==> src/rtl/comb_lock_if.sv <==
// Keypad-side bundle for the combination lock controller: strobed digit entry,
// relock / reprogram requests, and the registered actuator and status outputs.
interface comb_lock_if #(
  parameter int CODE_LEN  = 4,
  parameter int MAX_FAILS = 3
);
  logic                               digit_valid;
  logic [3:0]                         digit;
  logic                               relock;
  logic                               prog_we;
  logic [4*CODE_LEN-1:0]              prog_code;
  logic                               unlocked;
  logic                               locked_out;
  logic [CODE_LEN-1:0]                progress;
  logic                               fail_pulse;
  logic [$clog2(MAX_FAILS+1)-1:0]     fail_count;

  modport master (
    output digit_valid, digit, relock, prog_we, prog_code,
    input  unlocked, locked_out, progress, fail_pulse, fail_count
  );

  modport slave (
    input  digit_valid, digit, relock, prog_we, prog_code,
    output unlocked, locked_out, progress, fail_pulse, fail_count
  );
endinterface

==> src/rtl/comb_lock_ctrl.sv <==
// Combination lock sequencer: compares a strobed digit sequence against a
// programmable code, holds the unlock window and enforces lockout after repeated failures.
module comb_lock_ctrl #(
  parameter int                      CODE_LEN       = 4,
  parameter logic [4*CODE_LEN-1:0]   RESET_CODE     = 16'h6789,
  parameter int                      UNLOCK_CYCLES  = 30,
  parameter int                      MAX_FAILS      = 3,
  parameter int                      LOCKOUT_CYCLES = 100,
  parameter int                      ENTRY_TIMEOUT  = 50
) (
  input  logic         clk,
  input  logic         rst_n,
  comb_lock_if.slave   bus
);

  localparam int IDX_W   = $clog2(CODE_LEN);
  localparam int FC_W    = $clog2(MAX_FAILS + 1);
  localparam int TMR_MAX = (UNLOCK_CYCLES > LOCKOUT_CYCLES)
                         ? ((UNLOCK_CYCLES > ENTRY_TIMEOUT) ? UNLOCK_CYCLES : ENTRY_TIMEOUT)
                         : ((LOCKOUT_CYCLES > ENTRY_TIMEOUT) ? LOCKOUT_CYCLES : ENTRY_TIMEOUT);
  localparam int TMR_W   = $clog2(TMR_MAX + 1);

  localparam logic [IDX_W-1:0] LAST_IDX    = IDX_W'(CODE_LEN - 1);
  localparam logic [FC_W-1:0]  MAXF        = FC_W'(MAX_FAILS);
  localparam logic [FC_W-1:0]  MAXF_M1     = FC_W'(MAX_FAILS - 1);
  localparam logic [TMR_W-1:0] T_UNLOCK    = TMR_W'(UNLOCK_CYCLES);
  localparam logic [TMR_W-1:0] T_LOCKOUT   = TMR_W'(LOCKOUT_CYCLES);
  localparam logic [TMR_W-1:0] T_IDLE      = TMR_W'(ENTRY_TIMEOUT);
  localparam logic [TMR_W-1:0] T_ONE       = TMR_W'(1);

  typedef enum logic [1:0] {
    S_ENTRY   = 2'd0,
    S_UNLOCK  = 2'd1,
    S_LOCKOUT = 2'd2
  } state_e;

  state_e                        state_q, state_d;
  logic [IDX_W-1:0]              idx_q, idx_d;
  logic                          mismatch_q, mismatch_d;
  logic [TMR_W-1:0]              timer_q, timer_d;
  logic [CODE_LEN-1:0][3:0]      code_q, code_d;
  logic [CODE_LEN-1:0]           progress_q, progress_d;
  logic                          fail_pulse_q, fail_pulse_d;
  logic [FC_W-1:0]               fail_count_q, fail_count_d;
  logic                          unlocked_q, unlocked_d;
  logic                          locked_out_q, locked_out_d;
  logic                          seq_bad;

  // NOTE: every always_comb output gets a default before the case so no path infers a latch.
  always_comb begin
    state_d      = state_q;
    idx_d        = idx_q;
    mismatch_d   = mismatch_q;
    timer_d      = timer_q;
    code_d       = code_q;
    progress_d   = progress_q;
    fail_pulse_d = 1'b0;
    fail_count_d = fail_count_q;
    seq_bad      = mismatch_q | (bus.digit != code_q[idx_q]);

    unique case (state_q)
      S_ENTRY: begin
        if (bus.digit_valid) begin
          timer_d           = T_IDLE;
          progress_d[idx_q] = 1'b1;
          if (idx_q != LAST_IDX) begin
            idx_d      = idx_q + 1'b1;
            mismatch_d = seq_bad;
          end else begin
            idx_d      = '0;
            mismatch_d = 1'b0;
            if (!seq_bad) begin
              state_d      = S_UNLOCK;
              timer_d      = T_UNLOCK;
              fail_count_d = '0;
            end else begin
              // Wrong digits are only revealed here, once the whole sequence is in.
              fail_pulse_d = 1'b1;
              progress_d   = '0;
              if (fail_count_q >= MAXF_M1) begin
                fail_count_d = MAXF;
                state_d      = S_LOCKOUT;
                timer_d      = T_LOCKOUT;
              end else begin
                fail_count_d = fail_count_q + 1'b1;
              end
            end
          end
        end else if (idx_q != '0) begin
          if (timer_q == T_ONE) begin
            idx_d      = '0;
            mismatch_d = 1'b0;
            progress_d = '0;
          end else begin
            timer_d = timer_q - 1'b1;
          end
        end
      end

      S_UNLOCK: begin
        if (bus.prog_we) code_d = bus.prog_code;
        if (bus.relock || timer_q == T_ONE) begin
          state_d    = S_ENTRY;
          progress_d = '0;
        end else begin
          timer_d = timer_q - 1'b1;
        end
      end

      S_LOCKOUT: begin
        if (timer_q == T_ONE) begin
          state_d      = S_ENTRY;
          fail_count_d = '0;
        end else begin
          timer_d = timer_q - 1'b1;
        end
      end

      default: state_d = S_ENTRY;
    endcase

    unlocked_d   = (state_d == S_UNLOCK);
    locked_out_d = (state_d == S_LOCKOUT);
  end

  // NOTE: sequential state uses non-blocking assignments so every flop samples pre-edge values.
  always_ff @(posedge clk or negedge rst_n) begin
    if (!rst_n) begin
      state_q      <= S_ENTRY;
      idx_q        <= '0;
      mismatch_q   <= 1'b0;
      timer_q      <= '0;
      // NOTE: the code is a single register with a defined reset value, not a memory array.
      code_q       <= RESET_CODE;
      progress_q   <= '0;
      fail_pulse_q <= 1'b0;
      fail_count_q <= '0;
      unlocked_q   <= 1'b0;
      locked_out_q <= 1'b0;
    end else begin
      state_q      <= state_d;
      idx_q        <= idx_d;
      mismatch_q   <= mismatch_d;
      timer_q      <= timer_d;
      code_q       <= code_d;
      progress_q   <= progress_d;
      fail_pulse_q <= fail_pulse_d;
      fail_count_q <= fail_count_d;
      unlocked_q   <= unlocked_d;
      locked_out_q <= locked_out_d;
    end
  end

  assign bus.unlocked   = unlocked_q;
  assign bus.locked_out = locked_out_q;
  assign bus.progress   = progress_q;
  assign bus.fail_pulse = fail_pulse_q;
  assign bus.fail_count = fail_count_q;

endmodule

==> src/flat_wrapper.sv <==
// flat-port wrapper written by rule: the top's interface ports become plain ports
module comb_lock_ctrl_flat 
#(
  parameter int                      CODE_LEN       = 4,
  parameter logic [4*CODE_LEN-1:0]   RESET_CODE     = 16'h6789,
  parameter int                      UNLOCK_CYCLES  = 30,
  parameter int                      MAX_FAILS      = 3,
  parameter int                      LOCKOUT_CYCLES = 100,
  parameter int                      ENTRY_TIMEOUT  = 50
)
  (clk, rst_n, bus_digit_valid, bus_digit, bus_relock, bus_prog_we, bus_prog_code, bus_unlocked, bus_locked_out, bus_progress, bus_fail_pulse, bus_fail_count);
  comb_lock_if #(.CODE_LEN(CODE_LEN), .MAX_FAILS(MAX_FAILS)) bus_i ();
  input  logic clk;
  input  logic rst_n;
  input wire logic [$bits(bus_i.digit_valid)-1:0] bus_digit_valid;
  input wire logic [$bits(bus_i.digit)-1:0] bus_digit;
  input wire logic [$bits(bus_i.relock)-1:0] bus_relock;
  input wire logic [$bits(bus_i.prog_we)-1:0] bus_prog_we;
  input wire logic [$bits(bus_i.prog_code)-1:0] bus_prog_code;
  output wire logic [$bits(bus_i.unlocked)-1:0] bus_unlocked;
  output wire logic [$bits(bus_i.locked_out)-1:0] bus_locked_out;
  output wire logic [$bits(bus_i.progress)-1:0] bus_progress;
  output wire logic [$bits(bus_i.fail_pulse)-1:0] bus_fail_pulse;
  output wire logic [$bits(bus_i.fail_count)-1:0] bus_fail_count;
  assign bus_i.digit_valid = bus_digit_valid;
  assign bus_i.digit = bus_digit;
  assign bus_i.relock = bus_relock;
  assign bus_i.prog_we = bus_prog_we;
  assign bus_i.prog_code = bus_prog_code;
  assign bus_unlocked = bus_i.unlocked;
  assign bus_locked_out = bus_i.locked_out;
  assign bus_progress = bus_i.progress;
  assign bus_fail_pulse = bus_i.fail_pulse;
  assign bus_fail_count = bus_i.fail_count;
  comb_lock_ctrl #(.CODE_LEN(CODE_LEN), .RESET_CODE(RESET_CODE), .UNLOCK_CYCLES(UNLOCK_CYCLES), .MAX_FAILS(MAX_FAILS), .LOCKOUT_CYCLES(LOCKOUT_CYCLES), .ENTRY_TIMEOUT(ENTRY_TIMEOUT)) u_core (.clk(clk), .rst_n(rst_n), .bus(bus_i));
endmodule
==> config.mk <==
export PLATFORM = sky130hd
export DESIGN_NAME = comb_lock_ctrl_flat
export DESIGN_NICKNAME = d
export VERILOG_FILES = /design/src/rtl/comb_lock_if.sv /design/src/rtl/comb_lock_ctrl.sv /design/src/flat_wrapper.sv
export SDC_FILE = /design/constraint.sdc
export NUM_CORES = 1
export LEC_CHECK = 0
export CORE_AREA = 4 4 94 96
export DETAILED_ROUTE_END_ITERATION = 8
export DIE_AREA = 0 0 98 100
export PLACE_DENSITY = 0.54
export SKIP_LAST_GASP = 1
export SYNTH_ARGS = -nofsm -noshare
export SYNTH_HDL_FRONTEND = slang
export SYNTH_SLANG_ARGS = --single-unit
export TNS_END_PERCENT = 100
==> constraint.sdc <==
create_clock -name clk -period 5.35 [get_ports clk]
set_input_delay 1.605 -clock clk [delete_from_list [all_inputs] [get_ports clk]]
set_output_delay 1.605 -clock clk [all_outputs]
set_load 0.05 [all_outputs]
==> metrics.md, run 1 <==
| Metric | Value |
|---|---|
| Most frequent cells in the layout | `clkdlybuf4s50_1 (32), dfrtp_1 (29), nand2_1 (23)` |
| Register area share after synthesis | `41.0%` |
| H-tree levels | `2` |
| GRT overflow | `0` |
| Via Count | `1842` |
| Initial antenna violation count | `0` |
| Synth Instances | `227` |
| Hold crit path type | `reg -> reg` |
| Clk pin slew, worst setup/hold paths | `0.08 ns` |
| Synthesized area per cell | `10.0 um2` |
| Die Width | `98 um` |
| Post-route setup TNS | `0 ns` |
| Sink Count | `37` |
| YS warnings | `0` |
| Worst slew pin tran | `0.856 ns` |
| Async S/R FF share, synth | `100%` |
| Worst path arrival time | `1.66 ns` |
| Skew-Pair Late Insertion Delay | `0.29 ns` |
| Clock skew | `0.00590 ns` |
| Top cells by area, synth | `dfrtp_1 (32%), dfstp_2 (9.2%), mux2_2 (7.9%), ha_1 (5.5%), nand2_1 (3.8%)` |
| First DRT Iteration DRCs | `114` |
| CTS Hold Bufs | `0` |
| Io pins | `34` |
| Status | `completed` |
| Root Buffer | `clkbuf_8` |
| CP Buf/Inv Count | `1` |
| Drt total wl | `5320 um` |
| Slew Limit Fails | `0` |
| Final #Nets | `293` |
| Post-synthesis cell type count | `52` |
| CP max stage delay | `0.87 ns` |
| Via density | `5.06` |
| CP top delay family | `buffers and inverters` |
| CTS tree | `built` |
| Post-synth EDFFs | `0` |
| CTS Buf Count | `5` |
| Flops & latches, synth | `37` |
| Pwr Total | `1.38 mW` |
| Synthesized area | `2280 um2` |
| Leakage Power | `1.17 nW` |
| Post-synth top area cell | `dfrtp_1` |
| Pin count of the biggest net entering global routing | `38` |
| Fin. Hold Viols | `0` |
| Max clock buf depth | `2` |
| Layout fillers | `819` |
| DRC | `0` |
| Final-report setup violation count | `0` |
| Commonest non-fill, non-tap cell in the layout | `clkdlybuf4s50_1` |
| Die Footprint | `9800 um2` |
| CP Max Fanout | `9` |
| Core box area | `8050 um2` |
| RSZ-0062 raised after global routing | `no` |
| Routed WL per cell | `14.6 um` |
| Post-CTS Setup Bufs | `0` |
| Placer Congestion | `0.884` |
| Fin crit period | `3.27 ns` |
| Synthesis-to-finish area growth | `21.7%` |
| Number of cell rows | `33` |
| Critical Path Sink Type | `primary output` |
| Buffers on Ports | `33` |
| Critical path required time | `3.74 ns` |
| Critical path class | `reg -> out` |
| Die Span Y | `100 um` |
| Cell breakdown of the critical path | `clkdlybuf4s50_1` |
| Initial Utilization | `28.3%` |
| Post-Syn Nets | `262` |
| Fin crit share | `61.1%` |
| Worst path slowest cell | `clkdlybuf4s50_1` |
| PD cells | `496 nW/um2` |
| Share of cells above drive strength 1 | `17.4%` |
| Max cap viols | `0` |
| Crit start category | `flop` |
| Vias in the first global route | `1792` |
| # diodes | `0` |
| Total Routing Usage GR | `11.2%` |
| Max IR drop VDD | `0.144 mV` |
| Max Clock Freq | `0.306 GHz` |
| Yosys top cell area share | `31.8%` |
| Detailed placement HPWL | `4070 um` |
| First drt pass iteration count | `4` |
| Rel. slew slack | `43.0%` |
| Post-CTS resize count | `0` |
| Primary FF master, synth | `dfrtp_1` |
| First-pass GRT wire length | `8900 um` |
| Final ANT Viol Nets | `0` |
state kept, by name, summed over array words and instances (netlist names), 2 cells and up:
signal	count
u_core.bus.progress	4
u_core.state_q	2
u_core.code_q	16
u_core.idx_q	2
u_core.bus.fail_count	2
u_core.timer_q	7
report_power, final:
group | internal, mW | switching (mW)
registers | 0.384 | 0.107
logic | 0.290 | 0.399
clock network | 0.0918 | 0.105
total | 0.766 | 0.611
metrics by stage:
| stage | area, um2 | setup WS [ns] | std cells | utilization (%) | hold slack, ns |
|---|---|---|---|---|---|
| floorplan | 2280 | 2.45 | 227 | - | 0.474 |
| global placement | 2690 | 1.87 | 356 | 33.4 | 0.487 |
| detailed placement | 2690 | 1.81 | 356 | 33.4 | 0.493 |
| CTS | 2780 | 2.07 | 364 | 34.5 | 0.512 |
| global route | 2780 | 1.97 | 364 | 34.5 | 0.515 |
| finish | 2780 | 2.08 | 364 | 34.5 | 0.506 |
routing by layer:
| metal | routed length, um | vias up | track usage [%] | part of all wire [%] |
|---|---|---|---|---|
| met2 | 2470 | 51 | 17.9 | 46 |
| met4 | 59 | 0 | 2.77 | 1.1 |
| met3 | 352 | 10 | 3.13 | 6.6 |
| li1 | - | 905 | - | - |
| met5 | 0 | - | 0 | 0 |
| met1 | 2440 | 876 | 15.0 | 46 |
synth_stat cells (2+ instances only):
cell type	number
a211o_1	2
a211oi_1	4
a21o_1	2
a21oi_1	15
a22oi_1	2
a2bb2oi_1	3
a311oi_1	2
a32o_1	2
and2_1	2
and3_1	2
buf_4	2
clkbuf_1	6
dfrtp_1	29
dfstp_2	8
ha_1	10
inv_1	13
mux2_2	16
mux2i_1	3
mux4_2	3
nand2_1	23
nand3_1	2
nand3b_1	2
nand4_1	2
nor2_1	12
nor2b_1	2
nor3_1	5
o21ai_0	17
o221ai_1	2
o31ai_1	4
o41ai_1	2
or2_2	3
or3_1	2
xnor2_1	2
xor2_1	3
logic make-up (layout without fill, tap and decap cells):
family | count (synthesis) | count (layout) | synth area share (%)
buf+inv | 22 | 54 | 4.28
mux | 22 | 22 | 12.2
xor+xnor | 5 | 5 | 1.92
fa+ha+maj | 10 | 10 | 5.49
simple gates | 66 | 66 | 15.2
compound gates | 65 | 65 | 19.9
flops | 37 | 37 | 41.0
cell type report:
type / count / area, um2 / share of cell area, %
Multi-Input combinational cell: 168 / 1250 / 44.9
Sequential cell: 37 / 936 / 33.7
Timing Repair Buffer: 33 / 325 / 11.7
Tap cell: 105 / 131 / 4.73
Clock buffer: 6 / 72.6 / 2.61
Inverter: 13 / 48.8 / 1.76
Clock inverter: 2 / 15.0 / 0.541
path summary, 6_finish.rpt:
path                                           from                endpoint  slack, ns  depth (start not counted)
min reg2reg                        u_core.code_q[6]        u_core.code_q[6]       0.51                          1
min                                u_core.code_q[6]        u_core.code_q[6]       0.51                          1
min in group asynchronous                     rst_n       u_core.timer_q[0]       1.42                          1
max reg2reg                       u_core.timer_q[1]  u_core.bus.progress[3]       2.97                          7
max in group asynchronous                     rst_n       u_core.state_q[1]       3.39                          1
max                        u_core.bus.fail_count[1]       bus_fail_count[1]       2.08                          1
Note: power is estimated with default switching activity, not from simulation.
==> run 2: changes to the inputs <==
==> constraint.sdc (replaced) <==
create_clock -name clk -period 3.35 [get_ports clk]
set_input_delay 1.005 -clock clk [delete_from_list [all_inputs] [get_ports clk]]
set_output_delay 1.005 -clock clk [all_outputs]
set_load 0.05 [all_outputs]
==> run 2 against run 1 <==
Effect of this change: worst setup slack worse by 1.4 ns; utilization up 0.39 points; count of clock-buffer cells in the layout unchanged; critical path depth unchanged; global-route usage up 0.37 points; clock skew up 0.0010 ns; final area up 1.1%; clock power up 100%; critical endpoint unchanged; largest power group unchanged.
==> metrics.md, run 2 (synthesized netlist as in run 1, its figures left out) <==
| Metric | Value |
|---|---|
| Pin count of the biggest net entering global routing | `38 (unchanged)` |
| Slew Limit Fails | `0 (unchanged)` |
| Max FFs per register | `16 (unchanged)` |
| Reg-to-reg slack, setup | `0.98 ns (-1.99 ns)` |
| CP Buf/Inv Count | `1 (unchanged)` |
| Multi-input gate area | `1250 um2 (unchanged)` |
| First DRT Iteration DRCs | `82 (-28%)` |
| Pwr Total | `2.28 mW (+66%)` |
| Drt total wl | `5460 um (+2.6%)` |
| Max Clock Freq | `0.374 GHz` |
| Die Footprint | `9800 um2 (unchanged)` |
| First-pass GRT wire length | `9200 um (+3.3%)` |
| CP top delay family | `buffers and inverters` |
| Final-report setup violation count | `0 (unchanged)` |
| Pre-CTS WS | `0.409 ns (-1.40 ns)` |
| Rel. slew slack | `43.4% (+0.44 points)` |
| Die Span Y | `100 um (unchanged)` |
| Commonest non-fill, non-tap cell in the layout | `clkdlybuf4s50_1` |
| Post-CTS Setup Bufs | `0 (unchanged)` |
| Final Non-Filler Cells | `365 (+0.27%)` |
| Fin. Hold Viols | `0 (unchanged)` |
| Storage element area | `936 um2 (unchanged)` |
| Via Count | `1848 (+0.33%)` |
| Worst slew pin tran | `0.849 ns (-0.00667 ns)` |
| Clk pin slew, worst setup/hold paths | `0.08 ns (about the same)` |
| Clock skew | `0.00692 ns (+0.00103 ns)` |
| Max cap viols | `0 (unchanged)` |
| Placed cells | `357 (+0.28%)` |
| Final worst setup slack | `0.678 ns (-1.41 ns)` |
| CTS Hold Bufs | `0 (unchanged)` |
| Buffers on Ports | `33 (unchanged)` |
| CP Max Fanout | `9 (unchanged)` |
| Core box area | `8050 um2 (unchanged)` |
| Via density | `5.06 (about the same)` |
| H-tree levels | `2 (unchanged)` |
| Worst path arrival time | `1.67 ns (about the same)` |
| Cell breakdown of the critical path | `clkdlybuf4s50_1` |
| Hold crit path type | `reg -> reg` |
| Final #Nets | `294 (+0.34%)` |
| Initial antenna violation count | `0 (unchanged)` |
| Die Width | `98 um (unchanged)` |
| CTS tree | `built` |
| Largest Register | `u_core.code_q` |
| Skew-Pair Late Insertion Delay | `0.29 ns (about the same)` |
| Routed WL per cell | `15.0 um (+2.3%)` |
| Leakage Power | `1.20 nW (+1.9%)` |
| PD cells | `813 nW/um2 (+64%)` |
| Critical Path Sink Type | `primary output` |
| Root Buffer | `clkbuf_8` |
| Critical path required time | `2.34 ns (-1.40 ns)` |
| Worst path slowest cell | `clkdlybuf4s50_1` |
| CP max stage delay | `0.87 ns (about the same)` |
| Placed cell areas | `2700 um2 (+0.28%)` |
| Max clock buf depth | `2 (unchanged)` |
| Number of cell rows | `33 (unchanged)` |
| Placer Congestion | `0.892 (+0.94%)` |
| # diodes | `0 (unchanged)` |
| Post-route setup TNS | `0 ns (unchanged)` |
| CTS Buf Count | `5 (unchanged)` |
| GRT overflow | `0 (unchanged)` |
| Vias in the first global route | `1877 (+4.7%)` |
| Most frequent cells in the layout | `clkdlybuf4s50_1 (32), dfrtp_1 (29), nand2_1 (23)` |
| Synthesis-to-finish area growth | `23.1%` |
| Fin crit period | `2.67 ns` |
| Io pins | `34 (unchanged)` |
| RSZ-0062 raised after global routing | `no` |
| Fin crit share | `79.8%` |
| Status | `completed` |
| DRC | `0 (unchanged)` |
| Sink Count | `37 (unchanged)` |
| Post-CTS resize count | `0 (unchanged)` |
| Total Routing Usage GR | `11.5% (+0.37 points)` |
| Max IR drop VDD | `0.244 mV (+70%)` |
| Critical path class | `reg -> out` |
| Layout fillers | `833 (+1.7%)` |
| Crit start category | `flop` |
| Initial Utilization | `28.3% (unchanged)` |
| First drt pass iteration count | `4 (unchanged)` |
| Detailed placement HPWL | `4130 um (+1.5%)` |
| Final instance area | `2810 um2 (+1.1%)` |
| Share of cells above drive strength 1 | `17.7% (+0.32 points)` |
| Final ANT Viol Nets | `0 (unchanged)` |
[run 2: per-layer routing]
layer / track usage (%) / wire length (um) / up-vias / part of all wire (%)
met5: 0 / 0 / - / 0
met4: 3.41 / 70 / 0 / 1.3
met3: 2.85 / 329 / 9 / 6.0
met2: 19.3 / 2590 / 47 / 47
met1: 14.9 / 2470 / 890 / 45
li1: - / - / 902 / -
[run 2: power by group]
| group | switching (mW) | internal (mW) | total, mW | leakage, nW |
|---|---|---|---|---|
| logic | 0.636 | 0.464 | 1.10 | 0.684 |
| clock network | 0.171 | 0.224 | 0.394 | 0.0554 |
| registers | 0.174 | 0.613 | 0.787 | 0.456 |
[run 2: final cells by class]
| class | instances | share of cell area, % |
|---|---|---|
| multi-input cells | 168 | 44.4 |
| clock inverters | 2 | 1.38 |
| well taps | 105 | 4.68 |
| flip-flops and latches | 37 | 33.3 |
| repair buffers | 34 | 11.9 |
| inverters | 13 | 1.74 |
| clock buffers | 6 | 2.58 |
[run 2: worst paths after layout]
check / from / endpoint / cells after the start
setup / recovery: u_core.bus.fail_count[1] / bus_fail_count[1] / 1
hold / removal: u_core.code_q[15] / u_core.code_q[15] / 1
setup reg to reg: u_core.idx_q[0] / u_core.bus.unlocked / 5
hold reg to reg: u_core.code_q[15] / u_core.code_q[15] / 1
max in group asynchronous: rst_n / u_core.code_q[6] / 1
min in group asynchronous: rst_n / u_core.timer_q[5] / 1
[run 2: through the flow]
stage,hold slack (ns),utilization (%)
2_1_floorplan,0.474,-
3_3_place_gp,0.487,33.5
3_5_place_dp,0.494,33.5
4_1_cts,0.514,34.9
5_1_grt,0.530,34.9
6_report,0.510,34.9
